**src/rtl/bcd_adder_seq_if.sv**
```systemverilog
// Handshake and operand/result bundle for the digit-serial packed-BCD adder.
interface bcd_adder_seq_if #(
    parameter int DIGITS = 4
);
    logic                  start;
    logic                  sub;
    logic                  cin;
    logic [4*DIGITS-1:0]   a;
    logic [4*DIGITS-1:0]   b;
    logic                  busy;
    logic                  done;
    logic [4*DIGITS-1:0]   sum;
    logic                  cout;
    logic                  neg;
    logic                  invalid;

    modport master (
        output start, sub, cin, a, b,
        input  busy, done, sum, cout, neg, invalid
    );

    modport slave (
        input  start, sub, cin, a, b,
        output busy, done, sum, cout, neg, invalid
    );
endinterface

```
**src/rtl/bcd_adder_seq.sv**
```systemverilog
// Digit-serial packed-BCD adder/subtractor: one digit per clock, LSD first,
// subtraction by ten's complement (nine's complement of B plus initial carry).
module bcd_adder_seq #(
    parameter int DIGITS = 4
) (
    input  logic            clk,
    input  logic            rst,
    bcd_adder_seq_if.slave  bus
);
    localparam int W  = 4 * DIGITS;
    localparam int IW = (DIGITS > 1) ? $clog2(DIGITS) : 1;

    typedef enum logic [1:0] {S_IDLE, S_RUN, S_DONE} state_t;

    state_t          r_state;
    logic [W-1:0]    r_a;
    logic [W-1:0]    r_b;
    logic [W-1:0]    r_res;
    logic [W-1:0]    r_sum;
    logic [IW-1:0]   r_idx;
    logic            r_sub;
    logic            r_carry;
    logic            r_inv_acc;
    logic            r_busy;
    logic            r_done;
    logic            r_cout;
    logic            r_neg;
    logic            r_invalid;

    logic [3:0]      w_ak;
    logic [3:0]      w_braw;
    logic [3:0]      w_bk;
    logic [3:0]      w_digit;
    logic [4:0]      w_s;
    logic            w_carry;
    logic            w_inv;
    logic            w_last;
    logic [W-1:0]    w_res;

    always_comb begin
        w_ak    = r_a[4*int'(r_idx) +: 4];
        w_braw  = r_b[4*int'(r_idx) +: 4];
        // 4-bit wrap gives (9 - b) mod 16 for out-of-range B digits
        w_bk    = r_sub ? (4'd9 - w_braw) : w_braw;
        w_s     = 5'(w_ak) + 5'(w_bk) + 5'(r_carry);
        w_carry = (w_s >= 5'd10);
        w_digit = w_carry ? 4'(w_s - 5'd10) : w_s[3:0];
        w_inv   = r_inv_acc | (w_ak > 4'd9) | (w_braw > 4'd9);
        w_res   = r_res;
        w_res[4*int'(r_idx) +: 4] = w_digit;
        w_last  = (int'(r_idx) == DIGITS - 1);
    end

    always_ff @(posedge clk) begin
        if (rst) begin
            r_state   <= S_IDLE;
            r_a       <= '0;
            r_b       <= '0;
            r_res     <= '0;
            r_sum     <= '0;
            r_idx     <= '0;
            r_sub     <= 1'b0;
            r_carry   <= 1'b0;
            r_inv_acc <= 1'b0;
            r_busy    <= 1'b0;
            r_done    <= 1'b0;
            r_cout    <= 1'b0;
            r_neg     <= 1'b0;
            r_invalid <= 1'b0;
        end else begin
            r_done <= 1'b0;
            case (r_state)
                S_IDLE, S_DONE: begin
                    if (bus.start) begin
                        r_a       <= bus.a;
                        r_b       <= bus.b;
                        r_sub     <= bus.sub;
                        r_carry   <= bus.sub | bus.cin;
                        r_idx     <= '0;
                        r_inv_acc <= 1'b0;
                        r_busy    <= 1'b1;
                        r_state   <= S_RUN;
                    end else begin
                        r_state   <= S_IDLE;
                    end
                end
                S_RUN: begin
                    r_res     <= w_res;
                    r_carry   <= w_carry;
                    r_inv_acc <= w_inv;
                    r_idx     <= r_idx + 1'b1;
                    if (w_last) begin
                        r_sum     <= w_res;
                        r_cout    <= w_carry;
                        r_neg     <= r_sub & ~w_carry;
                        r_invalid <= w_inv;
                        r_busy    <= 1'b0;
                        r_done    <= 1'b1;
                        r_state   <= S_DONE;
                    end
                end
                default: r_state <= S_IDLE;
            endcase
        end
    end

    assign bus.busy    = r_busy;
    assign bus.done    = r_done;
    assign bus.sum     = r_sum;
    assign bus.cout    = r_cout;
    assign bus.neg     = r_neg;
    assign bus.invalid = r_invalid;
endmodule
```
**src/flat_wrapper.sv**
```systemverilog
// flat-port wrapper written by rule: the top's interface ports become plain ports
module bcd_adder_seq_flat 
#(
    parameter int DIGITS = 4
)
  (clk, rst, bus_start, bus_sub, bus_cin, bus_a, bus_b, bus_busy, bus_done, bus_sum, bus_cout, bus_neg, bus_invalid);
  bcd_adder_seq_if #(.DIGITS(DIGITS)) bus_i ();
  input  logic clk;
  input  logic rst;
  input wire logic [$bits(bus_i.start)-1:0] bus_start;
  input wire logic [$bits(bus_i.sub)-1:0] bus_sub;
  input wire logic [$bits(bus_i.cin)-1:0] bus_cin;
  input wire logic [$bits(bus_i.a)-1:0] bus_a;
  input wire logic [$bits(bus_i.b)-1:0] bus_b;
  output wire logic [$bits(bus_i.busy)-1:0] bus_busy;
  output wire logic [$bits(bus_i.done)-1:0] bus_done;
  output wire logic [$bits(bus_i.sum)-1:0] bus_sum;
  output wire logic [$bits(bus_i.cout)-1:0] bus_cout;
  output wire logic [$bits(bus_i.neg)-1:0] bus_neg;
  output wire logic [$bits(bus_i.invalid)-1:0] bus_invalid;
  assign bus_i.start = bus_start;
  assign bus_i.sub = bus_sub;
  assign bus_i.cin = bus_cin;
  assign bus_i.a = bus_a;
  assign bus_i.b = bus_b;
  assign bus_busy = bus_i.busy;
  assign bus_done = bus_i.done;
  assign bus_sum = bus_i.sum;
  assign bus_cout = bus_i.cout;
  assign bus_neg = bus_i.neg;
  assign bus_invalid = bus_i.invalid;
  bcd_adder_seq #(.DIGITS(DIGITS)) u_core (.clk(clk), .rst(rst), .bus(bus_i));
endmodule
```
**config.mk**
```make
export PLATFORM = sky130hd
export DESIGN_NAME = bcd_adder_seq_flat
export DESIGN_NICKNAME = d
export VERILOG_FILES = /design/src/rtl/bcd_adder_seq_if.sv /design/src/rtl/bcd_adder_seq.sv /design/src/flat_wrapper.sv
export SDC_FILE = /design/constraint.sdc
export NUM_CORES = 1
export LEC_CHECK = 0
export ABC_AREA = 1
export CORE_MARGIN = 4
export CORE_UTILIZATION = 35
export CTS_BUF_LIST = sky130_fd_sc_hd__clkbuf_4 sky130_fd_sc_hd__clkbuf_8 sky130_fd_sc_hd__clkbuf_16
export CTS_CLUSTER_SIZE = 40
export DETAILED_ROUTE_END_ITERATION = 10
export PLACE_DENSITY = 0.62
export SLEW_MARGIN = 20
export SYNTH_ARGS = -nofsm -noshare
export SYNTH_HDL_FRONTEND = slang
export SYNTH_SLANG_ARGS = --single-unit
```
**constraint.sdc**
```tcl
create_clock -name clk -period 3.5 [get_ports clk]
set_input_delay 0.875 -clock clk [delete_from_list [all_inputs] [get_ports clk]]
set_output_delay 0.875 -clock clk [all_outputs]
set_load 0.01 [all_outputs]
```
---- Word level (Yosys, flattened, before mapping) ----
Index checks and enable logic that the tools add are counted.
word-level totals
  word-level logic and storage cells ...... 62
  output and inout port bits .............. 21
  flip-flop bits (word level) ............. 76
operators by class
  reductions and logical operators ........ 8
  magnitude comparators ................... 3
  shift operators ......................... 4
  bitwise gates (word level) .............. 6
  equality and inequality tests ........... 5
  mux-type cells .......................... 16
  add/subtract/negate cells ............... 6
operator list
  kind                                                               count
  negation 4 -> 33 bit                                               1
  variable shift 4 x 33 -> 16 bit, first input constant              1
  indexed part select 4 x 33 -> 16 bit                               1
  indexed part select 16 x 5 -> 4 bit                                2
  bitwise mux 16 bit                                                 1
  > comparator 4 bit, second input constant                          2
  two-way mux 4 bit                                                  2
  case mux 2 bit (2 select lines)                                    2
  two-way mux 1 bit                                                  6
  case mux 1 bit (2 select lines)                                    3
  AND reduction 2 bit                                                3
  adder 4 x 4 -> 5 bit                                               1
  adder 5 x 1 -> 5 bit                                               1
  greater-or-equal comparator 5 x 4 -> 1 bit, second input constant  1
  equality test 2 x 1 -> 1 bit, second input constant                2
  two-way mux 2 bit                                                  2
  OR reduction 2 bit                                                 2
  subtractor 4 bit, first input constant                             1
  subtractor 4 bit, second input constant                            1
  OR 1 bit                                                           3
  AND reduction 3 bit                                                1
  adder 2 x 1 -> 2 bit, second input constant                        1
  equality test 2 bit, second input constant                         1
  zero test 2 bit                                                    1
  5 further kinds                                                    6

---- Logic depth before layout (Yosys ltp) ----
  depth after elaboration ................. 9
  gate-level depth with buffers ........... 22
  mapped depth without buffers ............ 22

---- Least setup slack after synthesis ----
Ideal clock, no wire load.
  path type ............................... register to register
  from .................................... reg u_core.r_idx[0]
  to ...................................... reg u_core.r_sum[1] (netlist: u_core.bus.sum[1])
  arrival ................................. 2.865 ns
  buffers on the path ..................... 2
  path slack .............................. 0.521 ns
  library setup time ...................... 0.114 ns
  stages on the path, launching flop included .. 20
  required time ........................... 3.386 ns
  cell sequence ........................... dfxtp_1 > buf_4 > buf_2 > nand2_1 > a32o_1 > fa_1 > fa_1 > inv_1 > nand2_1 > nand2_1 > inv_1 > ha_1 > nand2_1 > nand3_2 > nand3_1 > nand2_2 > nand2_1 > o21ai_2 > o21bai_1 > inv_1
between the ends
  cells in the longest elaborated chain, start to end .. 9
  elaborated cells between the ends (all ways) .. 15
  those cells by class .................... add/sub: 5; order compare: 1; eq/ne: 1; shift: 4; mux: 3; reduce/logical: 1
ends and longest elaborated chain
  item                                                                            RTL line                                  source
  start, declared                                                                 bcd_adder_seq.sv:20                       logic [IW-1:0] r_idx;
  start signal, assigned                                                          bcd_adder_seq.sv:91                       r_idx <= r_idx + 1'b1;
  indexed part select 16 x 5 -> 4 bit                                             bcd_adder_seq.sv:42                       w_braw = r_b[4*int'(r_idx) +: 4];
  subtractor 4 bit                                                                bcd_adder_seq.sv:44                       w_bk = r_sub ? (4'd9 - w_braw) : w_braw;
  two-way mux 4 bit                                                               bcd_adder_seq.sv:44
  adder 4 x 4 -> 5 bit                                                            bcd_adder_seq.sv:45                       w_s = 5'(w_ak) + 5'(w_bk) + 5'(r_carry);
  adder 5 x 1 -> 5 bit                                                            bcd_adder_seq.sv:45
  subtractor 4 bit or greater-or-equal comparator 5 x 4 -> 1 bit (tied branches)  bcd_adder_seq.sv:47, bcd_adder_seq.sv:46
  two-way mux 4 bit                                                               bcd_adder_seq.sv:47                       w_digit = w_carry ? 4'(w_s - 5'd10) : w_s[3:0];
  indexed part select 4 x 33 -> 16 bit                                            bcd_adder_seq.sv:50                       w_res[4*int'(r_idx) +: 4] = w_digit;
  bitwise mux 16 bit                                                              bcd_adder_seq.sv:50
  end signal, assigned                                                            bcd_adder_seq.sv:93                       r_sum <= w_res;
  end, declared                                                                   bcd_adder_seq.sv:19                       logic [W-1:0] r_sum;
Parallel ways exist; a longest one is shown, timed or not.
A chain may end at the register's enable or synchronous reset.

---- Final worst setup path ----
  from .................................... reg u_core.r_idx[1]
  to ...................................... reg u_core.r_res[6]
between the ends
  cells in the longest elaborated chain, start to end .. 9
  elaborated cells between the ends (all ways) .. 13
  those cells by class .................... add/sub: 5; order compare: 1; shift: 4; mux: 3
ends and longest elaborated chain
  item                                                                            RTL line                                  source
  indexed part select 16 x 5 -> 4 bit                                             bcd_adder_seq.sv:42
  subtractor 4 bit                                                                bcd_adder_seq.sv:44
  two-way mux 4 bit                                                               bcd_adder_seq.sv:44
  adder 4 x 4 -> 5 bit                                                            bcd_adder_seq.sv:45
  adder 5 x 1 -> 5 bit                                                            bcd_adder_seq.sv:45
  subtractor 4 bit or greater-or-equal comparator 5 x 4 -> 1 bit (tied branches)  bcd_adder_seq.sv:47, bcd_adder_seq.sv:46
  two-way mux 4 bit                                                               bcd_adder_seq.sv:47
  indexed part select 4 x 33 -> 16 bit                                            bcd_adder_seq.sv:50
  bitwise mux 16 bit *                                                            bcd_adder_seq.sv:50
  end signal, assigned                                                            bcd_adder_seq.sv:88                       r_res <= w_res;
  end, declared                                                                   bcd_adder_seq.sv:18                       logic [W-1:0] r_res;
Every way passes the cells marked *; elsewhere a longest branch is shown, timed or not.

==> impl_metrics.toml <==
[timing]
slew_viol_final = 0
timing.clock.skew_ns = 0.0103
maxSlewHeadroom_pct = 50.8
post-route-period-util_pct = 90.7
grt_setup_unrepaired = "false"
maxClockFrequency_mhz = 315
tightest_slew_ns = 0.737
report.final.hold_viol_count = 0
timing.final.crit_period_ns = 3.18
hold_slack_ns = 0.475
setup_viol = 0
fin_setup_tns_ns = 0

[synthesis]
ys.warnings.count = 0
mapped_nets = 565
post_synth_inst_count = 515
ys_seq_elements = 76
synth.lib_cells_used.distinct = 37
netlist_area_um2 = 3660
synthesis.area_per_instance_um2 = 7.11
sequential_fraction_of_the_synthesis_area_pct = 41.6

[hold_path]
min_delay_worst_type = "flip-flop to flip-flop"

[route]
drcViolationCount = 0
wire_per_inst_um = 12.1
top_layer_reached_by_signal_wires = "met4"
met3WireLength_um = 541
antenna_violating_nets_post_route = 0
drt_first_pass_iters = 4
drtIter0Drc = 143
wl_met2_um = 3930
wl_met1_um = 4030
detailroute.via_count = 3336
wirelength_um = 8610
drt-vias-per-instance = 4.71

[pwr]
max-vdd-ir-drop_mv = 0.194
static-leakage-power_nw = 2.08
power_density_cells_nw_per_um2 = 487

[clock_network]
clock-root-buffer = "sky130_fd_sc_hd__clkbuf_8"
cts_tree = "done"
cts-htree-levels = 3
holdBufCountCts = 0
clockBufferDepth = 2
clkSinkCount = 76
clk-insertion-delay-late_ns = 0.35
number_of_instances_resized_during_post_cts_repair = 0
cts_inserted_buffers = 9
worst_setup_hold_path_clk_slew_ns = 0.08
postCtsSetupBuffers = 0

[global_route]
grt_start_max_net_pins = 35
first_global_vias = 3161
wire_length_of_the_first_global_routing_pass_um = 14600
grt_usage_pct = 15.0
antenna_violations_before_repair = 0
grt_overflow_total = 0

[worst_setup_path]
worstSetupEndpointType = "flip-flop"
critical_path_arrival_ns = 3.48
worstPathMaxFanout = 6
timing.setup.critical_path_class = "flip-flop to flip-flop"
worst-endpoint-required_ns = 3.80
worstSetupStartpointType = "flip-flop"

[cells_and_area]
layout_commonest_cell = "sky130_fd_sc_hd__nor2_1"
ff_latch_area_um2 = 1520
areaGrowthSynthToFinish_pct = 25.6
fin_nets = 618
design_area_um2 = 4600
fillers = 1088
final_layout_size_suffix_gt1_share_pct = 7.16
multi_input_area_um2 = 1760
final_cell_mix = "99 x sky130_fd_sc_hd__nor2_1, 76 x sky130_fd_sc_hd__dfxtp_1, 72 x sky130_fd_sc_hd__nand2_1"
antenna_cells = 0

[placement]
place.gp.congestion = 0.843
quantity_of_i_o_buffers_inserted_on_ports = 57
placed_area_um2 = 4370
place_hpwl_um = 6410

[floorplanning]
dieArea_um2 = 12200
placement_rows = 37
initial_utilization_pct = 35.6
num_io_pins = 58
core_area_um2 = 10300
die_h_um = 110
die_width_um = 110

[flow_run]
max_cap_violations = 0

[status]
run_status = "complete, no violations"
-- kinds of logic after synthesis --
group	synth area share [%]
flops	41.6
xor+xnor	0.479
simple gates	25.4
fa+ha+maj	4.85
compound gates	17.4
buf+inv	10.3
-- cell type report --
cell class / count / area share [%]
flip-flops and latches: 76 / 33.1
multi-input cells: 346 / 38.3
inverters: 67 / 5.52
repair buffers: 68 / 14.5
well taps: 136 / 3.70
clock buffers: 11 / 3.02
clock inverters: 5 / 1.85
-- Yosys cell counts, drive strengths merged --
cell type | instances | area (um2)
fa | 2 | 40.0
o22ai | 3 | 18.8
o21ai | 66 | 334
o21bai | 4 | 30.0
a32o | 1 | 10.0
nand3b | 1 | 7.51
dfxtp | 76 | 1520
clkbuf | 15 | 56.3
a21oi | 18 | 93.8
nor4 | 1 | 21.3
nor2 | 101 | 389
inv | 66 | 250
nand2 | 75 | 289
nand3 | 36 | 185
clkinv | 1 | 3.75
o211ai | 2 | 15.0
a31oi | 1 | 6.26
xor2 | 1 | 8.76
a32oi | 1 | 16.3
xnor2 | 1 | 8.76
o22a | 1 | 8.76
ha | 11 | 138
nand4 | 6 | 37.5
a211oi | 2 | 15.0
o21a | 12 | 90.1
buf | 11 | 66.3
-- metal layers --
layer / vias to the layer above / global-route usage (%)
met5: - / 0
met4: 0 / 4.49
met3: 11 / 3.15
met2: 93 / 24.7
met1: 1476 / 19.9
li1: 1756 / -
-- sequential cells by signal, indices dropped and copies added (netlist names), 2 cells and up --
name            cells
u_core.bus.sum     16
u_core.r_a         16
u_core.r_b         16
u_core.r_idx        2
u_core.r_res       16
u_core.r_state      2
-- worst paths after layout --
check	startpoint	to	slack, ns	cells past startpoint
max	u_core.r_idx[1]	u_core.r_res[6]	0.32	19
min	u_core.r_inv_acc	u_core.r_inv_acc	0.48	2
min reg2reg	u_core.r_inv_acc	u_core.r_inv_acc	0.48	2
max reg2reg	u_core.r_idx[1]	u_core.r_res[6]	0.32	19
-- where the power goes --
part           switching [mW]  internal (mW)  leakage [nW]  total [mW]
clock                   0.325          0.422         0.111       0.747
sequential             0.0289          0.921         0.624       0.950
combinational           0.331          0.210          1.34       0.541
total                   0.686           1.55          2.08        2.24
-- stage by stage --
| step | power, mW | instances | utilization [%] | setup slack [ns] |
|---|---|---|---|---|
| finish | 2.24 | 709 | 44.7 | 0.324 |
| global route | 2.39 | 709 | 44.7 | 0.0349 |
| CTS | 2.27 | 709 | 44.7 | 0.314 |
| detailed placement | 1.51 | 693 | 42.6 | 0.339 |
| global placement | 1.49 | 693 | 42.6 | 0.417 |
| floorplan | 1.36 | 515 | - | 0.521 |
-- worst max-delay path: stages (launching register included) --
cell                      delay [ns]
sky130_fd_sc_hd__dfxtp_1        0.49
sky130_fd_sc_hd__o21ai_0        0.16
sky130_fd_sc_hd__o22ai_1        0.22
sky130_fd_sc_hd__xor2_1         0.13
sky130_fd_sc_hd__fa_1           0.44
sky130_fd_sc_hd__fa_1           0.43
sky130_fd_sc_hd__inv_1          0.07
sky130_fd_sc_hd__nand2_1        0.06
sky130_fd_sc_hd__nand2_1        0.08
sky130_fd_sc_hd__inv_1          0.04
sky130_fd_sc_hd__ha_1           0.20
sky130_fd_sc_hd__nand2_1        0.09
sky130_fd_sc_hd__nand3_2        0.11
sky130_fd_sc_hd__nand2_2        0.09
sky130_fd_sc_hd__nand2_1        0.07
sky130_fd_sc_hd__nand2_2        0.09
sky130_fd_sc_hd__nand4_1        0.14
sky130_fd_sc_hd__nand3_1        0.11
sky130_fd_sc_hd__nand2_1        0.05
sky130_fd_sc_hd__inv_1          0.04
(Power assumes the default switching activity.)
